### src/rtl/multicycle_control_fsm_pkg.sv
// Shared encodings for the multi-cycle RV32I control path: FSM states, opcodes,
// ALU op codes and the PC / writeback / ALU operand select values.
package multicycle_control_fsm_pkg;

  localparam logic [3:0] S_IF      = 4'd0;
  localparam logic [3:0] S_ID      = 4'd1;
  localparam logic [3:0] S_EX_R    = 4'd2;
  localparam logic [3:0] S_EX_I    = 4'd3;
  localparam logic [3:0] S_EX_ADDR = 4'd4;
  localparam logic [3:0] S_MEM_LD  = 4'd5;
  localparam logic [3:0] S_MEM_ST  = 4'd6;
  localparam logic [3:0] S_WB_ALU  = 4'd7;
  localparam logic [3:0] S_WB_LD   = 4'd8;
  localparam logic [3:0] S_EX_BR   = 4'd9;
  localparam logic [3:0] S_EX_JAL  = 4'd10;
  localparam logic [3:0] S_EX_JALR = 4'd11;
  localparam logic [3:0] S_NOP     = 4'd12;
  localparam logic [3:0] S_HALT    = 4'd13;

  localparam logic [6:0] OP_RTYPE  = 7'b0110011;
  localparam logic [6:0] OP_ITYPE  = 7'b0010011;
  localparam logic [6:0] OP_LOAD   = 7'b0000011;
  localparam logic [6:0] OP_STORE  = 7'b0100011;
  localparam logic [6:0] OP_BRANCH = 7'b1100011;
  localparam logic [6:0] OP_JAL    = 7'b1101111;
  localparam logic [6:0] OP_JALR   = 7'b1100111;
  localparam logic [6:0] OP_SYSTEM = 7'b1110011;

  localparam logic [1:0] ALU_OP_ADD   = 2'b00;
  localparam logic [1:0] ALU_OP_BR    = 2'b01;
  localparam logic [1:0] ALU_OP_RTYPE = 2'b10;
  localparam logic [1:0] ALU_OP_ITYPE = 2'b11;

  localparam logic [1:0] PC_SRC_PC4    = 2'b00;
  localparam logic [1:0] PC_SRC_ALU    = 2'b01;
  localparam logic [1:0] PC_SRC_ALUOUT = 2'b10;

  localparam logic [1:0] WB_SEL_ALUOUT = 2'b00;
  localparam logic [1:0] WB_SEL_MDR    = 2'b01;
  localparam logic [1:0] WB_SEL_PC4    = 2'b10;

  localparam logic [1:0] ALU_B_RS2 = 2'b00;
  localparam logic [1:0] ALU_B_IMM = 2'b10;

  function automatic logic opcode_known(input logic [6:0] op);
    case (op)
      OP_RTYPE, OP_ITYPE, OP_LOAD, OP_STORE,
      OP_BRANCH, OP_JAL, OP_JALR, OP_SYSTEM: opcode_known = 1'b1;
      default:                               opcode_known = 1'b0;
    endcase
  endfunction

endpackage

### src/rtl/ctrl_perf_counter.sv
// Free-running cycle and retired-instruction counters with per-counter enables;
// holding both enables low freezes the counts. Wraps modulo 2^CNT_W.
module ctrl_perf_counter #(
  parameter int CNT_W = 32
) (
  input  logic             clk,
  input  logic             reset_n,
  input  logic             cycle_en,
  input  logic             instret_en,
  output logic [CNT_W-1:0] cycle_count,
  output logic [CNT_W-1:0] instret_count
);

  always_ff @(posedge clk or negedge reset_n) begin
    if (!reset_n) begin
      cycle_count   <= '0;
      instret_count <= '0;
    end else begin
      if (cycle_en)   cycle_count   <= cycle_count + 1'b1;
      if (instret_en) instret_count <= instret_count + 1'b1;
    end
  end

endmodule

### src/rtl/multicycle_control_fsm.sv
// Main control FSM of the multi-cycle RV32I core (IF/ID/EX/MEM/WB sequencing).
// Optional performance counters are built when CTRL_PERF_CNT_EN is defined.
module multicycle_control_fsm
  import multicycle_control_fsm_pkg::*;
#(
  parameter int CNT_W           = 32,
  parameter bit HALT_ON_ILLEGAL = 1'b1
) (
  input  logic             clk,
  input  logic             reset_n,
  input  logic [6:0]       opcode,
  input  logic             alu_bcond,
  input  logic             is_halt,
  input  logic             mem_ready,
  output logic             pc_write,
  output logic [1:0]       pc_source,
  output logic             i_or_d,
  output logic             mem_read,
  output logic             mem_write,
  output logic             ir_write,
  output logic [1:0]       wb_sel,
  output logic             reg_write,
  output logic             alu_src_a,
  output logic [1:0]       alu_src_b,
  output logic [1:0]       alu_op,
  output logic             halted,
  output logic             illegal_inst
`ifdef CTRL_PERF_CNT_EN
  ,
  output logic [CNT_W-1:0] cycle_count,
  output logic [CNT_W-1:0] instret_count
`endif
);

  logic [3:0] state, next_state;
  logic       pc_write_c, i_or_d_c, mem_read_c, mem_write_c, ir_write_c;
  logic       reg_write_c, alu_src_a_c, halted_c, id_illegal;
  logic [1:0] pc_source_c, wb_sel_c, alu_src_b_c, alu_op_c;

  assign id_illegal = HALT_ON_ILLEGAL && !opcode_known(opcode);

  always_ff @(posedge clk or negedge reset_n) begin
    if (!reset_n) begin
      state        <= S_IF;
      illegal_inst <= 1'b0;
    end else begin
      state <= next_state;
      if (state == S_ID && id_illegal) illegal_inst <= 1'b1;
    end
  end

  always_comb begin
    next_state  = state;
    pc_write_c  = 1'b0;
    pc_source_c = PC_SRC_PC4;
    i_or_d_c    = 1'b0;
    mem_read_c  = 1'b0;
    mem_write_c = 1'b0;
    ir_write_c  = 1'b0;
    wb_sel_c    = WB_SEL_ALUOUT;
    reg_write_c = 1'b0;
    alu_src_a_c = 1'b0;
    alu_src_b_c = ALU_B_RS2;
    alu_op_c    = ALU_OP_ADD;
    halted_c    = 1'b0;
    case (state)
      S_IF: begin
        mem_read_c = 1'b1;
        ir_write_c = mem_ready;
        if (mem_ready) next_state = S_ID;
      end
      // ID precomputes the branch target into ALUOut while decoding
      S_ID: begin
        alu_src_b_c = ALU_B_IMM;
        case (opcode)
          OP_RTYPE:  next_state = S_EX_R;
          OP_ITYPE:  next_state = S_EX_I;
          OP_LOAD,
          OP_STORE:  next_state = S_EX_ADDR;
          OP_BRANCH: next_state = S_EX_BR;
          OP_JAL:    next_state = S_EX_JAL;
          OP_JALR:   next_state = S_EX_JALR;
          OP_SYSTEM: next_state = is_halt ? S_HALT : S_NOP;
          default:   next_state = id_illegal ? S_HALT : S_NOP;
        endcase
      end
      S_EX_R: begin
        alu_src_a_c = 1'b1;
        alu_op_c    = ALU_OP_RTYPE;
        next_state  = S_WB_ALU;
      end
      S_EX_I: begin
        alu_src_a_c = 1'b1;
        alu_src_b_c = ALU_B_IMM;
        alu_op_c    = ALU_OP_ITYPE;
        next_state  = S_WB_ALU;
      end
      S_EX_ADDR: begin
        alu_src_a_c = 1'b1;
        alu_src_b_c = ALU_B_IMM;
        next_state  = (opcode == OP_LOAD) ? S_MEM_LD : S_MEM_ST;
      end
      S_MEM_LD: begin
        i_or_d_c   = 1'b1;
        mem_read_c = 1'b1;
        if (mem_ready) next_state = S_WB_LD;
      end
      // a store retires in the same cycle its write is accepted
      S_MEM_ST: begin
        i_or_d_c    = 1'b1;
        mem_write_c = 1'b1;
        if (mem_ready) begin
          pc_write_c = 1'b1;
          next_state = S_IF;
        end
      end
      S_WB_ALU, S_WB_LD: begin
        reg_write_c = 1'b1;
        wb_sel_c    = (state == S_WB_LD) ? WB_SEL_MDR : WB_SEL_ALUOUT;
        pc_write_c  = 1'b1;
        next_state  = S_IF;
      end
      S_EX_BR: begin
        alu_src_a_c = 1'b1;
        alu_op_c    = ALU_OP_BR;
        pc_write_c  = 1'b1;
        pc_source_c = alu_bcond ? PC_SRC_ALUOUT : PC_SRC_PC4;
        next_state  = S_IF;
      end
      S_EX_JAL: begin
        reg_write_c = 1'b1;
        wb_sel_c    = WB_SEL_PC4;
        pc_write_c  = 1'b1;
        pc_source_c = PC_SRC_ALUOUT;
        next_state  = S_IF;
      end
      // the datapath clears bit 0 of the ALU result for the jump target
      S_EX_JALR: begin
        alu_src_a_c = 1'b1;
        alu_src_b_c = ALU_B_IMM;
        reg_write_c = 1'b1;
        wb_sel_c    = WB_SEL_PC4;
        pc_write_c  = 1'b1;
        pc_source_c = PC_SRC_ALU;
        next_state  = S_IF;
      end
      S_NOP: begin
        pc_write_c = 1'b1;
        next_state = S_IF;
      end
      S_HALT:  halted_c   = 1'b1;
      default: next_state = S_IF;
    endcase
  end

  // Reset masks every strobe immediately, so an aborted access never completes.
  assign pc_write  = reset_n & pc_write_c;
  assign pc_source = reset_n ? pc_source_c : 2'b00;
  assign i_or_d    = reset_n & i_or_d_c;
  assign mem_read  = reset_n & mem_read_c;
  assign mem_write = reset_n & mem_write_c;
  assign ir_write  = reset_n & ir_write_c;
  assign wb_sel    = reset_n ? wb_sel_c : 2'b00;
  assign reg_write = reset_n & reg_write_c;
  assign alu_src_a = reset_n & alu_src_a_c;
  assign alu_src_b = reset_n ? alu_src_b_c : 2'b00;
  assign alu_op    = reset_n ? alu_op_c : 2'b00;
  assign halted    = reset_n & halted_c;

  // Counter width is only meaningful when positive.
  if (CNT_W < 1) begin : g_cnt_w_invalid
    logic cnt_w_invalid;
  end

`ifdef CTRL_PERF_CNT_EN
  ctrl_perf_counter #(
    .CNT_W(CNT_W)
  ) u_perf (
    .clk          (clk),
    .reset_n      (reset_n),
    .cycle_en     (state != S_HALT),
    .instret_en   (pc_write_c),
    .cycle_count  (cycle_count),
    .instret_count(instret_count)
  );
`endif

endmodule
### config.mk
export PLATFORM = sky130hd
export DESIGN_NAME = multicycle_control_fsm
export DESIGN_NICKNAME = d
export VERILOG_FILES = /design/src/rtl/multicycle_control_fsm_pkg.sv /design/src/rtl/ctrl_perf_counter.sv /design/src/rtl/multicycle_control_fsm.sv
export SDC_FILE = /design/constraint.sdc
export NUM_CORES = 1
export LEC_CHECK = 0
export ABC_AREA = 1
export CAP_MARGIN = 20
export CELL_PAD_IN_SITES_DETAIL_PLACEMENT = 0
export CELL_PAD_IN_SITES_GLOBAL_PLACEMENT = 2
export CORE_ASPECT_RATIO = 2
export CORE_UTILIZATION = 22
export DETAILED_ROUTE_END_ITERATION = 8
export GPL_TIMING_DRIVEN = 0
export PLACE_DENSITY_LB_ADDON = 0.12
export SYNTH_ARGS = -nofsm -noshare
export SYNTH_HDL_FRONTEND = slang
export SYNTH_SLANG_ARGS = --single-unit
### constraint.sdc
create_clock -name clk -period 2.55 [get_ports clk]
set_input_delay 0.51 -clock clk [delete_from_list [all_inputs] [get_ports clk]]
set_output_delay 0.51 -clock clk [all_outputs]
set_load 0.02 [all_outputs]
==> out/metrics.csv, run 1 <==
metric,value,unit
path_class,flop to primary output,
synth_nets,121,
ys.flop_type,dfrtp_1,
finalWorstPathRequiredPeriod,2.441,ns
clk_path_buf_depth,2,
finClkSkew,0.001180,ns
slew_viol_final,0,
critPathLaunchType,flop,
root_buffer,clkbuf_8,
place_ws,-0.3951,ns
holdWs,0.1237,ns
clk_latency,0.23,ns
core_area,2943,um^2
antenna_left,0,
final_cell_mix,"clkdlybuf4s50_1 (24), nand2_1 (21), inv_1 (12), nor2_1 (12), nand3_1 (8)",
yosysSeqAreaShare,0.1862,
grt_pass1_vias,797,
synth_cell_types,27,
cts.sinks,5,
async_flop_share,1.000,
numCtsBuffers,3,
wl,2.087,mm
worstPathRequired,2.04,ns
p_leak,0.0004745,uW
critical_path_arrival,1.93,ns
power_density,919.4,nW/um^2
fin_ws,0.1093,ns
num_io_pins,29,
first_iter_violations,10,
final_core_utilization,0.3503,
syn_to_final_growth,53.45,%
gp_congestion,0.7834,
die_area,3292,um^2
outcome,"finished, final reports clean",
layout.cells.non_filler,170,
wl_per_cell,12.28,um
ir_drop,0.0003257,V
remaining_drc_errors,0,
syn_inst,109,
via_count,794,
synth_edf_count,0,
syn_avg_cell_area,6.164,um^2
antenna_found_initial,0,
ys_ff_latch,5,
grt_first_pass_wirelength,3.367,mm
timing.fmax,409.7,MHz
setup_viol,0,
cts_setup_buffers,0,
dieWidth,41.08,um
final_layout_size_suffix_gt1_frac,0.2357,
fin_nets,153,
htreeDepth,1,
cts_tree,done,
die_h,80.16,um
rows,28,
grt_max_degree,11,
hold_violations,0,
start_util,0.2283,
finalCritPeriodShare,0.9571,
rsz0062_at_grt,yes,
mostFrequentLayoutCell,clkdlybuf4s50_1,
yosys_warnings,0,
dp_cells,166,
netlist_area,671.9,um^2
io_buffers,27,
dp_hpwl,1.875,mm
n_antenna_cell,0,
cp_max_fo,7,
vias_per_cell,4.671,
end_kind,primary output,
maxCapViolCount,0,
clkTransAtPathRegs,0.03,ns
p_total,947.9,uW
first_pass_iters,4,
holdCritPathClass,input pin to asynchronous set/reset pin,
fill_cells,343,
track_usage,0.1534,
grt.overflow.total,0,
cells by family after synthesis:
logic type	Yosys count	synth area share
simple gates	63	0.4991
flops	5	0.1862
compound gates	19	0.1862
other cells	1	0.005581
buf+inv	21	0.1229
registers in the layout (all words and copies together) (netlist names):
signal / flops
state: 4
illegal_inst: 1
through the flow:
stage / setup TNS [ns] / instance area, um^2
2_1_floorplan: 0 / 671.9
5_1_grt: -0.02189 / 1031
6_report: 0 / 1031
3_5_place_dp: -3.987 / 979.7
4_1_cts: 0 / 1030
3_3_place_gp: -3.964 / 979.7
layer usage:
metal	up-vias	GRT usage	share of wire
met2	22	0.3063	0.62
met4	0	0.09667	0.039
met1	356	0.1113	0.30
li1	409	-	-
met5	-	0	0
met3	7	0.01657	0.035
repair_timing:
item	CTS	global route
hold buffers	0	0
pin swaps	0	0
setup endpoints to repair	15	14
resized for setup	3	4
Yosys cell counts, drive strengths merged, types with 2 or more instances:
library cell  number  share of area
dfrtp              5           0.19
nand2             28           0.20
nor2              18           0.14
nand3             10          0.089
a21oi              6          0.045
o21ai              7          0.069
inv               19           0.11
o22ai              2          0.019
nor3               5          0.052
worst paths after layout:
kind / startpoint / endpoint / slack [ns] / depth (start not counted)
max: state[1]$_DFFE_PN0P_ / alu_src_b[1] / 0.11 / 6
min: reset_n / state[0]$_DFFE_PN0P_ / 0.12 / 1
max reg2reg: state[2]$_DFFE_PN0P_ / state[2]$_DFFE_PN0P_ / 1.19 / 8
min reg2reg: illegal_inst$_DFFE_PN0P_ / illegal_inst$_DFFE_PN0P_ / 0.45 / 1
max in group asynchronous: reset_n / state[3]$_DFFE_PN0P_ / 2.25 / 1
min in group clk: illegal_inst$_DFFE_PN0P_ / illegal_inst$_DFFE_PN0P_ / 0.45 / 1
final cells by class:
| cell class | count | area [um^2] | share of cell area |
|---|---|---|---|
| inverters | 20 | 76.32 | 0.07403 |
| well taps | 30 | 37.54 | 0.03641 |
| flip-flops and latches | 5 | 125.1 | 0.1214 |
| clock buffers | 4 | 45.04 | 0.04369 |
| plain buffers | 1 | 7.507 | 0.007282 |
| multi-input cells | 83 | 469.2 | 0.4551 |
| repair buffers | 27 | 270.3 | 0.2621 |
power breakdown:
part,leakage [uW],switching (uW),internal (uW)
Combinational,0.000393,406,242
Sequential,0.0000587,40.3,111
Clock,0.0000228,41.5,107
Total,0.000474,487,460
worst max-delay path, stage by stage (launching register included):
cell and delay (ns):
dfrtp_1 0.41, inv_2 0.15, nand2_2 0.11, nor3_2 0.21
o21ai_0 0.16, inv_1 0.07, clkdlybuf4s50_1 0.59
No activity file was read; power rests on OpenSTA's default activity.
==> inputs of run 2 (changes only) <==
GPL_ROUTABILITY_DRIVEN = 0   (was not set)
==> results of run 2 <==
No change in the layout: final DEF, timing and power equal those of run 1.
